$ cat src/rtl/stopwatch_pkg.sv
// Shared constants for the MM:SS.cc BCD stopwatch: digit maxima and control state encoding.
package stopwatch_pkg;

    localparam logic [3:0] DIG_MAX_9 = 4'd9;
    localparam logic [3:0] DIG_MAX_5 = 4'd5;

    typedef enum logic {
        ST_IDLE = 1'b0,
        ST_RUN  = 1'b1
    } state_e;

endpackage

$ cat src/rtl/stopwatch_bcd_digit.sv
// One BCD digit of the stopwatch chain: counts 0..MAX on inc, clr has priority.
module bcd_digit #(
    parameter logic [3:0] MAX = 4'd9
) (
    input  logic       clkin,
    input  logic       rst,
    input  logic       clr,
    input  logic       inc,
    output logic [3:0] q,
    output logic       carry
);

    logic [3:0] q_q, q_d;

    assign carry = inc & (q_q == MAX);
    assign q     = q_q;

    always_comb begin
        q_d = q_q;
        if (clr)
            q_d = 4'd0;
        else if (inc)
            q_d = (q_q == MAX) ? 4'd0 : q_q + 4'd1;
    end

    always_ff @(posedge clkin) begin
        if (rst)
            q_q <= 4'd0;
        else
            q_q <= q_d;
    end

endmodule

$ cat src/rtl/stopwatch_bcd.sv
// MM:SS.cc BCD stopwatch driven by rising edges of the 1 kHz divided clock,
// with synchronized start/stop and clear buttons.
module stopwatch_bcd
    import stopwatch_pkg::*;
#(
    parameter int TICKS_PER_CS = 10,
    parameter int SYNC_STAGES  = 2
) (
    input  logic       clkin,
    input  logic       rst,
    input  logic       tick_in,
    input  logic       btn_start,
    input  logic       btn_clear,
    output logic [3:0] cs_lo,
    output logic [3:0] cs_hi,
    output logic [3:0] s_lo,
    output logic [3:0] s_hi,
    output logic [3:0] m_lo,
    output logic [3:0] m_hi,
    output logic       running,
    output logic       wrap
);

    localparam logic [7:0] PRE_LAST = 8'(TICKS_PER_CS - 1);

    logic                   tick_q, tick_d;
    logic                   armed_q, armed_d;
    logic [SYNC_STAGES-1:0] start_sync_q, start_sync_d;
    logic [SYNC_STAGES-1:0] clear_sync_q, clear_sync_d;
    logic                   start_prev_q, start_prev_d;
    logic                   clear_prev_q, clear_prev_d;
    state_e                 state_q, state_d;
    logic [7:0]             pre_q, pre_d;
    logic                   wrap_q, wrap_d;

    logic tick_pulse, start_p, clear_p, cs_inc;
    logic c_cs_lo, c_cs_hi, c_s_lo, c_s_hi, c_m_lo, c_m_hi;

    // armed_q masks the first post-reset cycle so a tick_in already high at release is not an edge
    assign tick_pulse = tick_in & ~tick_q & armed_q;
    assign start_p    = start_sync_q[SYNC_STAGES-1] & ~start_prev_q;
    assign clear_p    = clear_sync_q[SYNC_STAGES-1] & ~clear_prev_q;

    always_comb begin
        tick_d       = tick_in;
        armed_d      = 1'b1;
        start_sync_d = {start_sync_q[SYNC_STAGES-2:0], btn_start};
        clear_sync_d = {clear_sync_q[SYNC_STAGES-2:0], btn_clear};
        start_prev_d = start_sync_q[SYNC_STAGES-1];
        clear_prev_d = clear_sync_q[SYNC_STAGES-1];

        state_d = state_q;
        if (start_p)
            state_d = (state_q == ST_RUN) ? ST_IDLE : ST_RUN;

        // Prescaler follows the current state, so a tick coinciding with a stop is still counted
        pre_d  = pre_q;
        cs_inc = 1'b0;
        if (clear_p) begin
            pre_d = 8'd0;
        end else if (state_q == ST_RUN && tick_pulse) begin
            if (pre_q == PRE_LAST) begin
                pre_d  = 8'd0;
                cs_inc = 1'b1;
            end else begin
                pre_d = pre_q + 8'd1;
            end
        end

        wrap_d = c_m_hi & ~clear_p;
    end

    always_ff @(posedge clkin) begin
        if (rst) begin
            tick_q       <= 1'b0;
            armed_q      <= 1'b0;
            start_sync_q <= '0;
            clear_sync_q <= '0;
            start_prev_q <= 1'b0;
            clear_prev_q <= 1'b0;
            state_q      <= ST_IDLE;
            pre_q        <= 8'd0;
            wrap_q       <= 1'b0;
        end else begin
            tick_q       <= tick_d;
            armed_q      <= armed_d;
            start_sync_q <= start_sync_d;
            clear_sync_q <= clear_sync_d;
            start_prev_q <= start_prev_d;
            clear_prev_q <= clear_prev_d;
            state_q      <= state_d;
            pre_q        <= pre_d;
            wrap_q       <= wrap_d;
        end
    end

    assign running = (state_q == ST_RUN);
    assign wrap    = wrap_q;

    bcd_digit #(.MAX(DIG_MAX_9)) u_cs_lo (.clkin(clkin), .rst(rst), .clr(clear_p), .inc(cs_inc),  .q(cs_lo), .carry(c_cs_lo));
    bcd_digit #(.MAX(DIG_MAX_9)) u_cs_hi (.clkin(clkin), .rst(rst), .clr(clear_p), .inc(c_cs_lo), .q(cs_hi), .carry(c_cs_hi));
    bcd_digit #(.MAX(DIG_MAX_9)) u_s_lo  (.clkin(clkin), .rst(rst), .clr(clear_p), .inc(c_cs_hi), .q(s_lo),  .carry(c_s_lo));
    bcd_digit #(.MAX(DIG_MAX_5)) u_s_hi  (.clkin(clkin), .rst(rst), .clr(clear_p), .inc(c_s_lo),  .q(s_hi),  .carry(c_s_hi));
    bcd_digit #(.MAX(DIG_MAX_9)) u_m_lo  (.clkin(clkin), .rst(rst), .clr(clear_p), .inc(c_s_hi),  .q(m_lo),  .carry(c_m_lo));
    bcd_digit #(.MAX(DIG_MAX_5)) u_m_hi  (.clkin(clkin), .rst(rst), .clr(clear_p), .inc(c_m_lo),  .q(m_hi),  .carry(c_m_hi));

endmodule

$ cat config.mk
export PLATFORM = sky130hd
export DESIGN_NAME = stopwatch_bcd
export DESIGN_NICKNAME = d
export VERILOG_FILES = /design/src/rtl/stopwatch_pkg.sv /design/src/rtl/stopwatch_bcd_digit.sv /design/src/rtl/stopwatch_bcd.sv
export SDC_FILE = /design/constraint.sdc
export NUM_CORES = 1
export LEC_CHECK = 0
export CELL_PAD_IN_SITES_DETAIL_PLACEMENT = 0
export CELL_PAD_IN_SITES_GLOBAL_PLACEMENT = 1
export CORE_UTILIZATION = 40
export CTS_CLUSTER_SIZE = 25
export DETAILED_ROUTE_END_ITERATION = 8
export PLACE_DENSITY_LB_ADDON = 0.05
export SKIP_CTS_REPAIR_TIMING = 1
export SLEW_MARGIN = 10
export SYNTH_ARGS = -nofsm -noshare
export SYNTH_HDL_FRONTEND = slang
export SYNTH_SLANG_ARGS = --single-unit
$ cat constraint.sdc
create_clock -name clkin -period 2.28 [get_ports clkin]
set_clock_uncertainty 0.15 [all_clocks]
set_input_delay 0.456 -clock clkin [delete_from_list [all_inputs] [get_ports clkin]]
set_output_delay 0.456 -clock clkin [all_outputs]
set_load 0.01 [all_outputs]
=== After elaboration in Yosys (flattened, before gate mapping) ===
Index checks and enable logic that the tools add are counted.

* Add/subtract/negate cells: 7
* Multiply operators: 0
* Div/mod/pow operators: 0
* $lt $le $gt $ge: 0
* Eq/ne operators: 7
* Shifts and indexed selects: 0
* Mux-type cells: 12
* Bitwise gates (word level): 15
* Reductions and logical operators: 2

{| class="wikitable"
|+ Operators with widths
! kind !! number
|-
| $add 4x1->4 const B || 6
|-
| $mux 4 || 6
|-
| $eq 4x4->1 const B || 4
|-
| $and 1x1->1 || 11
|-
| $add 8x1->8 const B || 1
|-
| $eq 4x3->1 const B || 2
|-
| $eq 8x4->1 const B || 1
|-
| $mux 8 || 1
|-
| $mux 1 || 5
|-
| $not 1->1 || 4
|-
| $reduce_or 2->1 || 1
|-
| $logic_and 1x1->1 || 1
|}

* Register bits after elaboration: 42
* Latch bits: 0
* Memory bits (writable): 0
* ROM bits: 0
* Memories: 0

=== Depth between registers and ports, before layout ===
* Word-level depth: 13
* Depth in mapped cells: 7

=== Cells and area by module ===
Synthesis repeated with hierarchy kept, for this count alone.

* Cell total of the unflattened synthesis: 201
* Area total of the unflattened synthesis: 1881.8 µm²

{| class="wikitable"
|+ Modules (own cells, without submodules)
! module !! times used !! cells an instance !! area an instance (µm²)
|-
| bcd_digit (u_cs_hi ...) || 4 || 20 || 188.9
|-
| stopwatch_bcd || 1 || 83 || 753.2
|-
| bcd_digit (u_m_hi ...) || 2 || 19 || 186.4
|}

=== Worst setup path after synthesis ===
No wires, ideal clock.

* Kind: register to register
* Start point: register pre_q[0]
* End point: register u_cs_hi.q_q[3] (netlist: u_cs_hi.q[3])
* Library setup time: 0.074 ns
* Arrival: 1.792 ns
* Required time: 2.056 ns
* Slack: 0.263 ns
* Stages on the path, launching flop included: 7
* Path buffers: 1
* Clock period less this slack: 2.017 ns
* Cell sequence: dfxtp_1 -> ha_1 -> nor4b_4 -> nand3_2 -> buf_6 -> or4_1 -> a31oi_1

* Cells in the longest elaborated chain, start to end: 5

{| class="wikitable"
|+ RTL lines
! element !! RTL line !! text
|-
| start, declared || stopwatch_bcd.sv:33 || <nowiki>logic [7:0] pre_q, pre_d;</nowiki>
|-
| start signal, assigned || stopwatch_bcd.sv:92 || <nowiki>pre_q <= pre_d;</nowiki>
|-
| $eq 8x4->1 || stopwatch_bcd.sv:62 || <nowiki>if (pre_q == PRE_LAST) begin</nowiki>
|-
| $mux 1 || stopwatch_bcd.sv:62 ||
|-
| $mux 1 || stopwatch_bcd.sv:61 || <nowiki>end else if (state_q == ST_RUN && tick_pulse) begin</nowiki>
|-
| $mux 1 || stopwatch_bcd.sv:59 || <nowiki>if (clear_p) begin</nowiki>
|-
| $and 1x1->1 || stopwatch_bcd_digit.sv:15 || <nowiki>assign carry = inc & (q_q == MAX);</nowiki>
|-
| end signal, assigned || stopwatch_bcd_digit.sv:30 || <nowiki>q_q <= q_d;</nowiki>
|-
| end, declared || stopwatch_bcd_digit.sv:13 || <nowiki>logic [3:0] q_q, q_d;</nowiki>
|}

Every way passes these cells.
A chain may end at the register's enable or synchronous reset.

=== Worst setup path in the final report ===
* Start point: input port tick_in
* End point: register u_cs_hi.q_q[3] (netlist: u_cs_hi.q[3])

* Cells in the longest elaborated chain, start to end: 6

{| class="wikitable"
|+ RTL lines
! element !! RTL line !! text
|-
| start, declared || stopwatch_bcd.sv:11 || <nowiki>input logic tick_in,</nowiki>
|-
| $and 1x1->1 (2 in series) || stopwatch_bcd.sv:40 || <nowiki>assign tick_pulse = tick_in & ~tick_q & armed_q;</nowiki>
|-
| $logic_and 1x1->1 || stopwatch_bcd.sv:61 ||
|-
| $mux 1 || stopwatch_bcd.sv:61 ||
|-
| $mux 1 || stopwatch_bcd.sv:59 ||
|-
| $and 1x1->1 || stopwatch_bcd_digit.sv:15 ||
|}

Every way passes these cells.

==> impl.org <==
** STA
- Number of max-slew violations in the final report :: 0
- The final number of hold-violating endpoints was 0.
- Transition time at the pin with the least slew margin :: 425 ps
- Fin crit period :: 2110 ps
- Period utilization :: 92.4%
- Worst rel slew slack :: 71.6%
- For this run, the top clock speed supported by timing is 0.475 GHz.
- Final sum of negative setup slack :: 0 ps
- Setup violations remaining at the end of the flow were counted as 0.
- RSZ-0062 raised after global routing :: no

** Drt
- Number of routed nets with antenna violations :: 0
- Detailed-route wire length :: 4820 um
- The first routing iteration left 92 violations.
- Vias :: 1,911
- Routed wire length on met2 :: 2260 um
- After detailed routing, the wire length on met1 is 2300 um.
- Dividing the detail-routed via count by the number of cells gives 5.37.
- Routed wire length on met3 :: 181 um
- The first detailed-routing pass ran for 4 iterations.
- Routed wirelength normalized by instance count :: 13.5 um
- In the routed design, unresolved DRC markers number 0.
- Top Metal Used :: met4

** Synthesis
- The synthesized design devotes to its leading area cell type 40.7% of total area.
- The synthesized netlist occupies a cell area of 0.00207 mm2.
- Unique masters post-synth :: 40
- Sequential cells were found to cover 40.7% of the synthesized design area.
- By area the synthesized netlist is led by sky130_fd_sc_hd__dfxtp_1, sky130_fd_sc_hd__nor2b_1, sky130_fd_sc_hd__mux2i_1.
- Post-synthesis sequential element count :: 42
- Syn nets :: 246
- sky130_fd_sc_hd__dfxtp_1 takes more of the synthesized area than any other cell.
- Synthesized instance count :: 239
- Mean post-synth cell area :: 8.65 um2
- Number of warnings issued by yosys :: 0

** Global route
- Vias in the first global route :: 1,755
- Summed over all layers, the global routing overflow is 0.
- Entering global routing, the biggest net connects 16 pins.
- Antenna violations before repair :: 0
- For this run, the total global-route usage over all layers was measured as 19.8%.
- The first global-routing pass estimated 8150 um of wire.

** Setup path
- Data on the critical path arrives at its endpoint at 2190 ps.
- Buffers plus inverters on the worst setup path :: 2
- Crit Path Max Fanout :: 10
- The worst setup path is captured at a register.
- Startpoint of the most critical setup path :: tick_in
- Sequence of cells on the critical path :: clkdlybuf4s50_1, and4b_1, nand3_2, buf_4, or4_1, a31oi_1
- Broken down by cell family, the worst path's largest delay share belongs to simple AND/OR/NAND/NOR gates.
- Critical path type :: in -> reg
- For this design, the slowest cell found on the critical path is sky130_fd_sc_hd__or4_1.
- STA classifies the critical path startpoint as an input port.
- WP data required :: 2360 ps
- Origin of the critical flop-to-flop path :: u_cs_lo.q[1]
- On the worst path, the slowest cell contributes a delay of 490 ps.

** CTS
- The longest clock path from root to sink contains 2 buffers.
- Root buffer cell :: sky130_fd_sc_hd__clkbuf_8
- TritonCTS clock tree :: done
- At the later pin of the worst-skew pair, clock insertion delay measures 300 ps.
- The H-tree was split into 2 levels.
- After clock tree synthesis, the clock-pin slew on the worst setup and hold paths is 80 ps.
- Number of buffers added by the clock tree synthesis step :: 5
- Total clock sinks :: 42

** Final layout
- In the final layout, the share of cells above drive strength 1 is 12.1%.
- The finished layout holds 356 standard cells, fillers aside.
- Number of nets at the end of the flow :: 295
- Inserted Diodes :: 0
- Layout area overhead :: 28.3%

** Placed design
- Placer Congestion :: 0.829
- Hpwl dp :: 3600 um
- DP Cell Count :: 348
- The count of buffers added on input and output ports is 30.

** Floorplan
- In this run the vertical extent of the chip is 73.9 um.
- Site Rows :: 25
- Once the floorplan was initialized, standard cells occupied 42.6% of the core.
- Number of I/O pins :: 31
- Std-Cell Core Area :: 0.00485 mm2
- Die ar. :: 0.00546 mm2
- The die is 73.9 um wide.

** Worst hold path
- Min-delay worst type :: reg -> reg
- Beginning of the worst hold path :: clear_sync_q[0]

** Flow run
- Maxcap violations :: 0

** Power
- Dividing total power by cell area gives a power density of 481 mW/mm2.
- In this run the static leakage power is 0.921 nW.
- Maximum vdd drop :: 328 uV

** Status
- Outcome :: complete, no violations
-- per-stage QoR --
| stage | worst slack (ps) | area, um2 | total power [mW] | hold slack [ps] | util, % |
|---|---|---|---|---|---|
| detailed placement | -133 | 2570 | 0.821 | 274 | 52.9 |
| global placement | -86.8 | 2570 | 0.820 | 267 | 52.9 |
| global route | 101 | 2650 | 1.33 | 310 | 54.7 |
| finish | 174 | 2650 | 1.28 | 289 | 54.7 |
| CTS | 178 | 2650 | 1.30 | 293 | 54.7 |
| floorplan | 263 | 2070 | 0.792 | 264 | - |
-- flip-flops by register name, indices dropped and copies added, names as in the netlist --
register and cells:
u_m_lo.q 4, running 1, u_cs_lo.q 4, start_prev_q 1, start_sync_q 2, u_s_lo.q 4
u_m_hi.q 4, pre_q 8, wrap 1, u_s_hi.q 4, clear_sync_q 2, clear_prev_q 1
tick_q 1, armed_q 1, u_cs_hi.q 4
-- where the power goes --
part / total (mW) / switching (mW) / internal (mW)
logic: 0.0596 / 0.0323 / 0.0273
registers: 0.744 / 0.00300 / 0.741
clock network: 0.473 / 0.256 / 0.216
total: 1.28 / 0.292 / 0.984
-- worst paths after layout --
kind                      to  slack (ps)  depth (start not counted)
max             u_cs_hi.q[3]         170                          6
min          clear_sync_q[1]         290                          1
max reg2reg     u_cs_hi.q[3]         230                          5
min reg2reg  clear_sync_q[1]         290                          1
-- routing by layer --
metal / GRT usage (%) / vias up
li1: - / 979
met1: 25.0 / 888
met2: 32.7 / 37
met3: 4.39 / 7
met4: 7.69 / 0
met5: 0 / -
-- layout by cell type (no fill, tap or decap), drive strengths merged, types with 3 or more instances in the layout --
cell type / instances
or4: 10
mux2i: 8
inv: 13
and2: 4
nor2: 17
nor2b: 14
nand2: 19
nand3: 12
a21oi: 11
or3: 7
o211ai: 6
o21ai: 9
xor2: 4
xnor2: 3
nand4: 11
dfxtp: 42
nor3b: 4
clkdlybuf4s50: 30
a31oi: 4
nor4: 6
and3: 4
clkbuf: 6
buf: 21
o31ai: 6
-- cell type report --
class	instances	area (um2)
fill	489	2200
multi-input combinational	175	1130
sequential	42	841
timing repair buffer	51	458
tap	67	83.8
clock buffer	6	72.6
inverter	13	48.8
clock inverter	2	13.8
-- cells by family after synthesis --
logic type / count (synthesis) / synth area share [%]
multiplexers: 8 / 3.87
adder cells (fa/ha/maj): 2 / 1.21
flip-flops: 42 / 40.7
buffers and inverters: 22 / 4.42
AND/OR/NAND/NOR: 118 / 34.7
XOR/XNOR: 7 / 2.97
AO/OA/AOI/OAI: 40 / 12.1
-- cell usage after synthesis (all sizes together) --
master,instances
xor2,4
xnor2,3
o21ai,9
and4bb,2
buf,3
a41oi,1
nor3b,4
nor3,2
or3,7
nand2,19
mux2i,8
a41o,1
nor2,17
a21oi,11
ha,2
a211oi,1
and2,4
nor2b,14
nor4,6
a31oi,4
or4,10
nand3,12
nand4,11
and4,1
dfxtp,42
o211ai,6
and3,4
and4b,1
inv,13
nor4b,2
nor4bb,1
o31ai,6
nand2b,1
o41ai,1
clkbuf,6
Note: power is estimated with default switching activity, not from simulation.
